--- config.mk ---
export PLATFORM = sky130hd
export DESIGN_NAME = cpu_trace_buffer
export DESIGN_NICKNAME = d
export VERILOG_FILES = /design/src/rtl/cpu_trace_buffer.sv
export SDC_FILE = /design/constraint.sdc
export NUM_CORES = 2
export LEC_CHECK = 0
export CAP_MARGIN = 25
export CELL_PAD_IN_SITES_DETAIL_PLACEMENT = 1
export CELL_PAD_IN_SITES_GLOBAL_PLACEMENT = 2
export CORE_AREA = 2 2 457 459
export DETAILED_ROUTE_END_ITERATION = 10
export DIE_AREA = 0 0 459 461
export GPL_ROUTABILITY_DRIVEN = 0
export MAX_ROUTING_LAYER = met4
export PLACE_DENSITY_LB_ADDON = 0.12
export SETUP_SLACK_MARGIN = 0.1
export SLEW_MARGIN = 10
export SYNTH_ARGS = -nofsm -noshare
export SYNTH_HDL_FRONTEND = slang
export SYNTH_SLANG_ARGS = --single-unit
--- constraint.sdc ---
create_clock -name clk -period 7.54 [get_ports clk]
set_input_delay 1.131 -clock clk [delete_from_list [all_inputs] [get_ports clk]]
set_output_delay 1.131 -clock clk [all_outputs]
set_load 0.01 [all_outputs]
--- src/rtl/cpu_trace_buffer.sv ---
// Per-cycle trace capture for the single-cycle core: records PC, instruction and
// register-file write into a FWFT FIFO, with breakpoint / cycle-limit halt requests.
module cpu_trace_buffer #(
   parameter int PC_W   = 12,
   parameter int DATA_W = 32,
   parameter int DEPTH  = 16,
   parameter int CYC_W  = 16
) (
   input  logic                       clk,
   input  logic                       reset,
   input  logic                       trace_en,
   input  logic [CYC_W-1:0]           halt_cycles,
   input  logic                       bp_en,
   input  logic [PC_W-1:0]            bp_pc,
   input  logic [PC_W-1:0]            pc_in,
   input  logic [DATA_W-1:0]          instr_in,
   input  logic                       rf_we,
   input  logic [4:0]                 rf_waddr,
   input  logic [DATA_W-1:0]          rf_wdata,
   input  logic                       rd_ready,
   output logic                       rd_valid,
   output logic [CYC_W-1:0]           rd_cycle,
   output logic [PC_W-1:0]            rd_pc,
   output logic [DATA_W-1:0]          rd_instr,
   output logic                       rd_we,
   output logic [4:0]                 rd_waddr,
   output logic [DATA_W-1:0]          rd_wdata,
   output logic [$clog2(DEPTH+1)-1:0] count,
   output logic                       overflow,
   output logic                       halt_req,
   output logic                       busy
);
   localparam int CNT_W = $clog2(DEPTH+1);
   localparam int PTR_W = $clog2(DEPTH);
   localparam int REC_W = CYC_W + PC_W + 2*DATA_W + 6;

   typedef enum logic [1:0] {S_IDLE, S_RUN, S_HALTED} state_t;

   state_t            state_q, state_d;
   logic [CYC_W-1:0]  cyc_q, cyc_d;
   logic [PTR_W-1:0]  wr_ptr_q, wr_ptr_d, rd_ptr_q, rd_ptr_d;
   logic [CNT_W-1:0]  cnt_q, cnt_d;
   logic              ovf_q, ovf_d;
   logic [REC_W-1:0]  mem_q [DEPTH];

   logic              capture, halt_hit, empty, full, pop, push_ok;
   logic [REC_W-1:0]  rec_in, head;
   logic [CYC_W-1:0]  h_cyc;
   logic [PC_W-1:0]   h_pc;
   logic [DATA_W-1:0] h_instr, h_wdata;
   logic              h_we;
   logic [4:0]        h_waddr;

   always_ff @(posedge clk or negedge reset) begin
      if (!reset) begin
         state_q  <= S_IDLE;
         cyc_q    <= '0;
         wr_ptr_q <= '0;
         rd_ptr_q <= '0;
         cnt_q    <= '0;
         ovf_q    <= 1'b0;
      end else begin
         state_q  <= state_d;
         cyc_q    <= cyc_d;
         wr_ptr_q <= wr_ptr_d;
         rd_ptr_q <= rd_ptr_d;
         cnt_q    <= cnt_d;
         ovf_q    <= ovf_d;
      end
   end

   // The halt decision uses the cycle index of the record being captured.
   assign halt_hit = (bp_en && (pc_in == bp_pc)) ||
                     ((halt_cycles != '0) && (cyc_q == halt_cycles - CYC_W'(1)));

   always_comb begin
      state_d = state_q;
      cyc_d   = cyc_q;
      case (state_q)
         S_IDLE: begin
            if (trace_en) begin
               state_d = S_RUN;
               cyc_d   = '0;
            end
         end
         S_RUN: begin
            if (!trace_en) begin
               state_d = S_IDLE;
            end else begin
               if (cyc_q != '1) cyc_d = cyc_q + CYC_W'(1);
               if (halt_hit) state_d = S_HALTED;
            end
         end
         S_HALTED: begin
            if (!trace_en) state_d = S_IDLE;
         end
         default: state_d = S_IDLE;
      endcase
   end

   always_comb begin
      busy     = (state_q == S_RUN);
      halt_req = (state_q == S_HALTED);
      capture  = (state_q == S_RUN) && trace_en;
   end

   assign empty   = (cnt_q == '0);
   assign full    = (cnt_q == CNT_W'(DEPTH));
   assign pop     = !empty && rd_ready;
   // A full FIFO still accepts a record when the head leaves in the same cycle.
   assign push_ok = capture && (!full || pop);
   assign rec_in  = {cyc_q, pc_in, instr_in, rf_we, rf_waddr, rf_wdata};

   always_comb begin
      wr_ptr_d = push_ok ? wr_ptr_q + PTR_W'(1) : wr_ptr_q;
      rd_ptr_d = pop     ? rd_ptr_q + PTR_W'(1) : rd_ptr_q;
      ovf_d    = ovf_q | (capture & full & ~pop);
      cnt_d    = cnt_q;
      if (push_ok && !pop)      cnt_d = cnt_q + CNT_W'(1);
      else if (!push_ok && pop) cnt_d = cnt_q - CNT_W'(1);
   end

   always_ff @(posedge clk) begin
      if (push_ok) mem_q[wr_ptr_q] <= rec_in;
   end

   assign head = mem_q[rd_ptr_q];
   assign {h_cyc, h_pc, h_instr, h_we, h_waddr, h_wdata} = head;

   // Record fields are forced to zero while the FIFO is empty.
   assign rd_valid = !empty;
   assign rd_cycle = rd_valid ? h_cyc   : '0;
   assign rd_pc    = rd_valid ? h_pc    : '0;
   assign rd_instr = rd_valid ? h_instr : '0;
   assign rd_we    = rd_valid ? h_we    : 1'b0;
   assign rd_waddr = rd_valid ? h_waddr : '0;
   assign rd_wdata = rd_valid ? h_wdata : '0;
   assign count    = cnt_q;
   assign overflow = ovf_q;

endmodule
==> summary.md <==
| Metric | Value |
|---|---|
| Most used standard cells in the synthesized netlist | `sky130_fd_sc_hd__edfxtp_1 (1568), sky130_fd_sc_hd__mux4_2 (490), sky130_fd_sc_hd__and2_1 (119)` |
| Reg2Reg Setup Slack | `roughly 4.0 ns` |
| Synthesis-to-finish area growth | `18.46%` |
| Total negative slack for setup checks | `0 ns` |
| Fillcell total | `19706` |
| Worst IR Drop VDD | `0.0003856 V` |
| Reported max-cap violation count | `0` |
| Most frequent cell on the critical path | `sky130_fd_sc_hd__mux4_2` |
| Main synth FF type | `sky130_fd_sc_hd__edfxtp_1` |
| Maximum fanout count along the critical path | `35` |
| Avg Vias per Cell | `approximately 4.9` |
| Critical Path AT | `4.32 ns` |
| Critical Path Source Type | `flip-flop` |
| Global Route Usage Sum | `16.59%` |
| Post-synth net total | `about 2700` |
| Initial cell density of the core | `29.90%` |
| Mean area per synthesized cell | `24.15 sq um` |
| Pin count of the biggest net entering global routing | `99` |
| Top-area cell type share of the netlist area | `between 70% and 80%` |
| Clk slew on worst S/H paths | `0.06 ns` |
| Async set or reset register ratio after synthesis | `2.000%` |
| Aggregate routed wire length | `169.2 mm` |
| Delay of the slowest critical-path stage | `0.85 ns` |
| Result of the run | `finished, final reports clean` |
| Maximum buffer depth of the clock tree | `3` |
| Remaining design rule violation count | `0` |
| Post-CTS Repair Setup Buffers | `0` |
| Final cycle utilization of the critical path | `72.27%` |
| WL per Instance | `29.45 um` |
| Register bit count reported by yosys | `between 1500 and 2000` |
| Top-Level Pins | `222` |
| Number of antenna violations at the first check in global routing | `20` |
| Synth Warn # | `0` |
| Clk Latency, worst-skew pair | `approximately 0.82 ns` |
| Unrepaired setup endpoints after global routing | `false` |
| Met3 WL | `6.259 mm` |
| Minimum clock period | `5.449 ns` |
| Number of enable flip-flop cells after synthesis | `between 1500 and 2000` |
| Measured slew at the worst slew-check pin | `approximately 1.0 ns` |
| Share of post-route cells with drive strength above 1 | `26.39%` |
| Number of gates resized after cts | `0` |
| Final setup skew | `0.01648 ns` |
| Cell depth of the worst flop-to-flop path | `6` |
| Sequence of cells on the critical path | `buf_4, mux4_2, mux4_2, and2_1, clkdlybuf4s50_1` |
| Routed length on met1 | `76.21 mm` |
| Area of the multi-input gates | `13330 sq um` |
| Relative max-transition margin | `31.53%` |
| Final count of negative-setup-slack endpoints | `0` |
| Area occupied by registers | `approximately 48000 sq um` |
| Routed length on met2 | `83.64 mm` |
| IO Port Bufs | `~220` |
| Die area | `211600 sq um` |
| Top achievable clock speed | `183.5 MHz` |
| Total number of nets in the final design | `3011` |
| Worst flop-to-flop path endpoint | `mem_q[2][5]$_DFFE_PP_` |
| Min-Delay Path Class | `input port to async pin` |
| Overall overflow remaining after global route | `0` |
| Wire length of the first global-routing pass | `240.5 mm` |
| Number of levels in the clock H-tree | `4` |
| Post-synthesis cell count | `2556` |
| Final Total Pwr | `26.85 mW` |
| Count of vias placed by the detailed router | `28137` |
| Overall die width | `459 um` |
| P per Cell Area | `367.2 nW/um^2` |
| Library cell with the highest instance count after synthesis | `sky130_fd_sc_hd__edfxtp_1` |
| Number of failing hold endpoints at the final stage | `0` |
| HPWL after detailed placement | `85.66 mm` |
| Num rows | `167` |
| Crit. End Element | `primary output` |
| Final Slew Violations | `0` |
| Number of distinct standard cells referenced by the synthesized netlist | `51` |
| Cell type with the highest aggregate area in the netlist | `sky130_fd_sc_hd__edfxtp_1` |
| Leak | `approximately 23 nW` |
| CTS tree | `done` |
| CTS sink count | `1600` |
| Number of buffers added by the clock tree synthesis step | `179` |
| Height of the die | `461 um` |
| Part of the Yosys area used for sequential elements | `77.58%` |
| Cell count after placement | `5407` |
| Master cell of the clock root buffer | `sky130_fd_sc_hd__clkbuf_16` |
| Final standard cell count with taps included and fillers excluded | `approximately 5700` |
| Core area | `206400 sq um` |
| Start-to-end type of the worst setup path | `flip-flop to primary output` |
| Antenna violation net count after detailed routing | `0` |
| Uppermost signal routing layer after detailed routing | `met4` |
| Post-CTS Hold Buffers | `0` |
| Post-synthesis instance area | `61720 sq um` |
| Dominant cells by area after synthesis | `sky130_fd_sc_hd__edfxtp_1 (76%), sky130_fd_sc_hd__mux4_2 (18%), sky130_fd_sc_hd__dfrtp_1 (1.3%)` |
| Count of TritonRoute iterations in the first routing pass | `5` |
| Required time of the critical path | `6.41 ns` |
| Iter 0 DRT Violations | `between 2000 and 2500` |
| Number of global-route vias before repair | `31555` |
| Critical path's slowest cell | `sky130_fd_sc_hd__dfrtp_4` |
| Reg-to-reg startpoint | `state_q[0]$_DFFE_PN0P_` |
metrics by stage:
step / worst slack (ns) / instance area, sq um / utilization [%] / hold WS (ns)
finish: 2.091 / 73120 / 35.42 / 0.4277
global route: 1.773 / 73110 / 35.41 / 0.4425
CTS: 1.900 / 73090 / 35.41 / 0.3881
detailed placement: 2.823 / 67560 / 32.73 / 0.5081
global placement: 2.665 / 67480 / 32.69 / 0.4889
floorplan: 2.839 / 61720 / - / 0.4933
registers in the layout (all words and copies together), names as in the netlist:
register  cells
cyc_q        16
state_q       2
overflow      1
wr_ptr_q      4
rd_ptr_q      4
count         5
mem_q      1568
worst max-delay path by stage:
stage / startpoint / end / slack, ns / depth (start not counted)
floorplan: trace_en / mem_q[0][0]$_DFFE_PP_ / 2.84 / 5
global placement: rd_ready / mem_q[0][8]$_DFFE_PP_ / 2.66 / 6
detailed placement: rd_ptr_q[0]$_DFFE_PN0P_ / rd_cycle[6] / 2.82 / 5
CTS: rd_ptr_q[0]$_DFFE_PN0P_ / rd_cycle[6] / 1.90 / 5
global route: rd_ptr_q[0]$_DFFE_PN0P_ / rd_cycle[6] / 1.77 / 5
finish: rd_ptr_q[0]$_DFFE_PN0P_ / rd_cycle[6] / 2.09 / 5
kinds of logic after synthesis:
family	share of synthesized area [%]
buffers and inverters	0.8980
DFF	77.58
AOI/OAI and AO/OA	0.4054
adders and majority gates	0.2554
xor gates and xnor gates	0.7521
and+or+nand+nor	2.141
muxes	17.97
routing by layer:
metal	track usage (%)	vias to the layer above
met5	-	-
met2	26.64	567
met1	22.20	15723
li1	-	11646
met3	2.622	201
met4	3.907	0
cells in the final DEF (no fill, tap or decap), types with 9 or more instances in the layout:
cell	n
sky130_fd_sc_hd__and2_1	103
sky130_fd_sc_hd__and2_4	16
sky130_fd_sc_hd__buf_12	21
sky130_fd_sc_hd__buf_4	28
sky130_fd_sc_hd__bufinv_16	9
sky130_fd_sc_hd__clkbuf_1	47
sky130_fd_sc_hd__clkbuf_16	180
sky130_fd_sc_hd__clkdlybuf4s50_1	220
sky130_fd_sc_hd__clkinv_1	56
sky130_fd_sc_hd__clkinv_2	20
sky130_fd_sc_hd__dfrtp_1	28
sky130_fd_sc_hd__diode_2	9
sky130_fd_sc_hd__edfxtp_1	1568
sky130_fd_sc_hd__ha_1	11
sky130_fd_sc_hd__mux4_2	490
sky130_fd_sc_hd__nand2_1	24
sky130_fd_sc_hd__nand3_1	12
sky130_fd_sc_hd__nand4_1	10
sky130_fd_sc_hd__nor2_1	24
sky130_fd_sc_hd__o21ai_0	9
sky130_fd_sc_hd__xnor2_1	37
sky130_fd_sc_hd__xor2_1	16
area by class of cell:
cell class,count,share of cell area [%]
well taps,2704,4.627
diodes,9,0.03080
clock buffers,228,6.421
clock inverters,101,1.141
repair buffers,273,3.994
inverters,8,0.04107
multi-input cells,822,18.23
flip-flops and latches,1600,65.51
critical path: cells and delay by family, from the launching register on:
family,cells,cell delay [ns]
flip-flops,1,0.85
multiplexers,2,1.11
AND/OR/NAND/NOR,1,0.28
buffers and inverters,2,1.23
power breakdown:
group / switching (mW) / leakage (nW) / internal (mW)
sequential: 0.284 / 14.7 / 10.2
combinational: 3.92 / 5.18 / 4.13
clock: 3.55 / 2.68 / 4.71
total: 7.76 / 22.5 / 19.1
No activity file was read; power rests on OpenSTA's default activity.
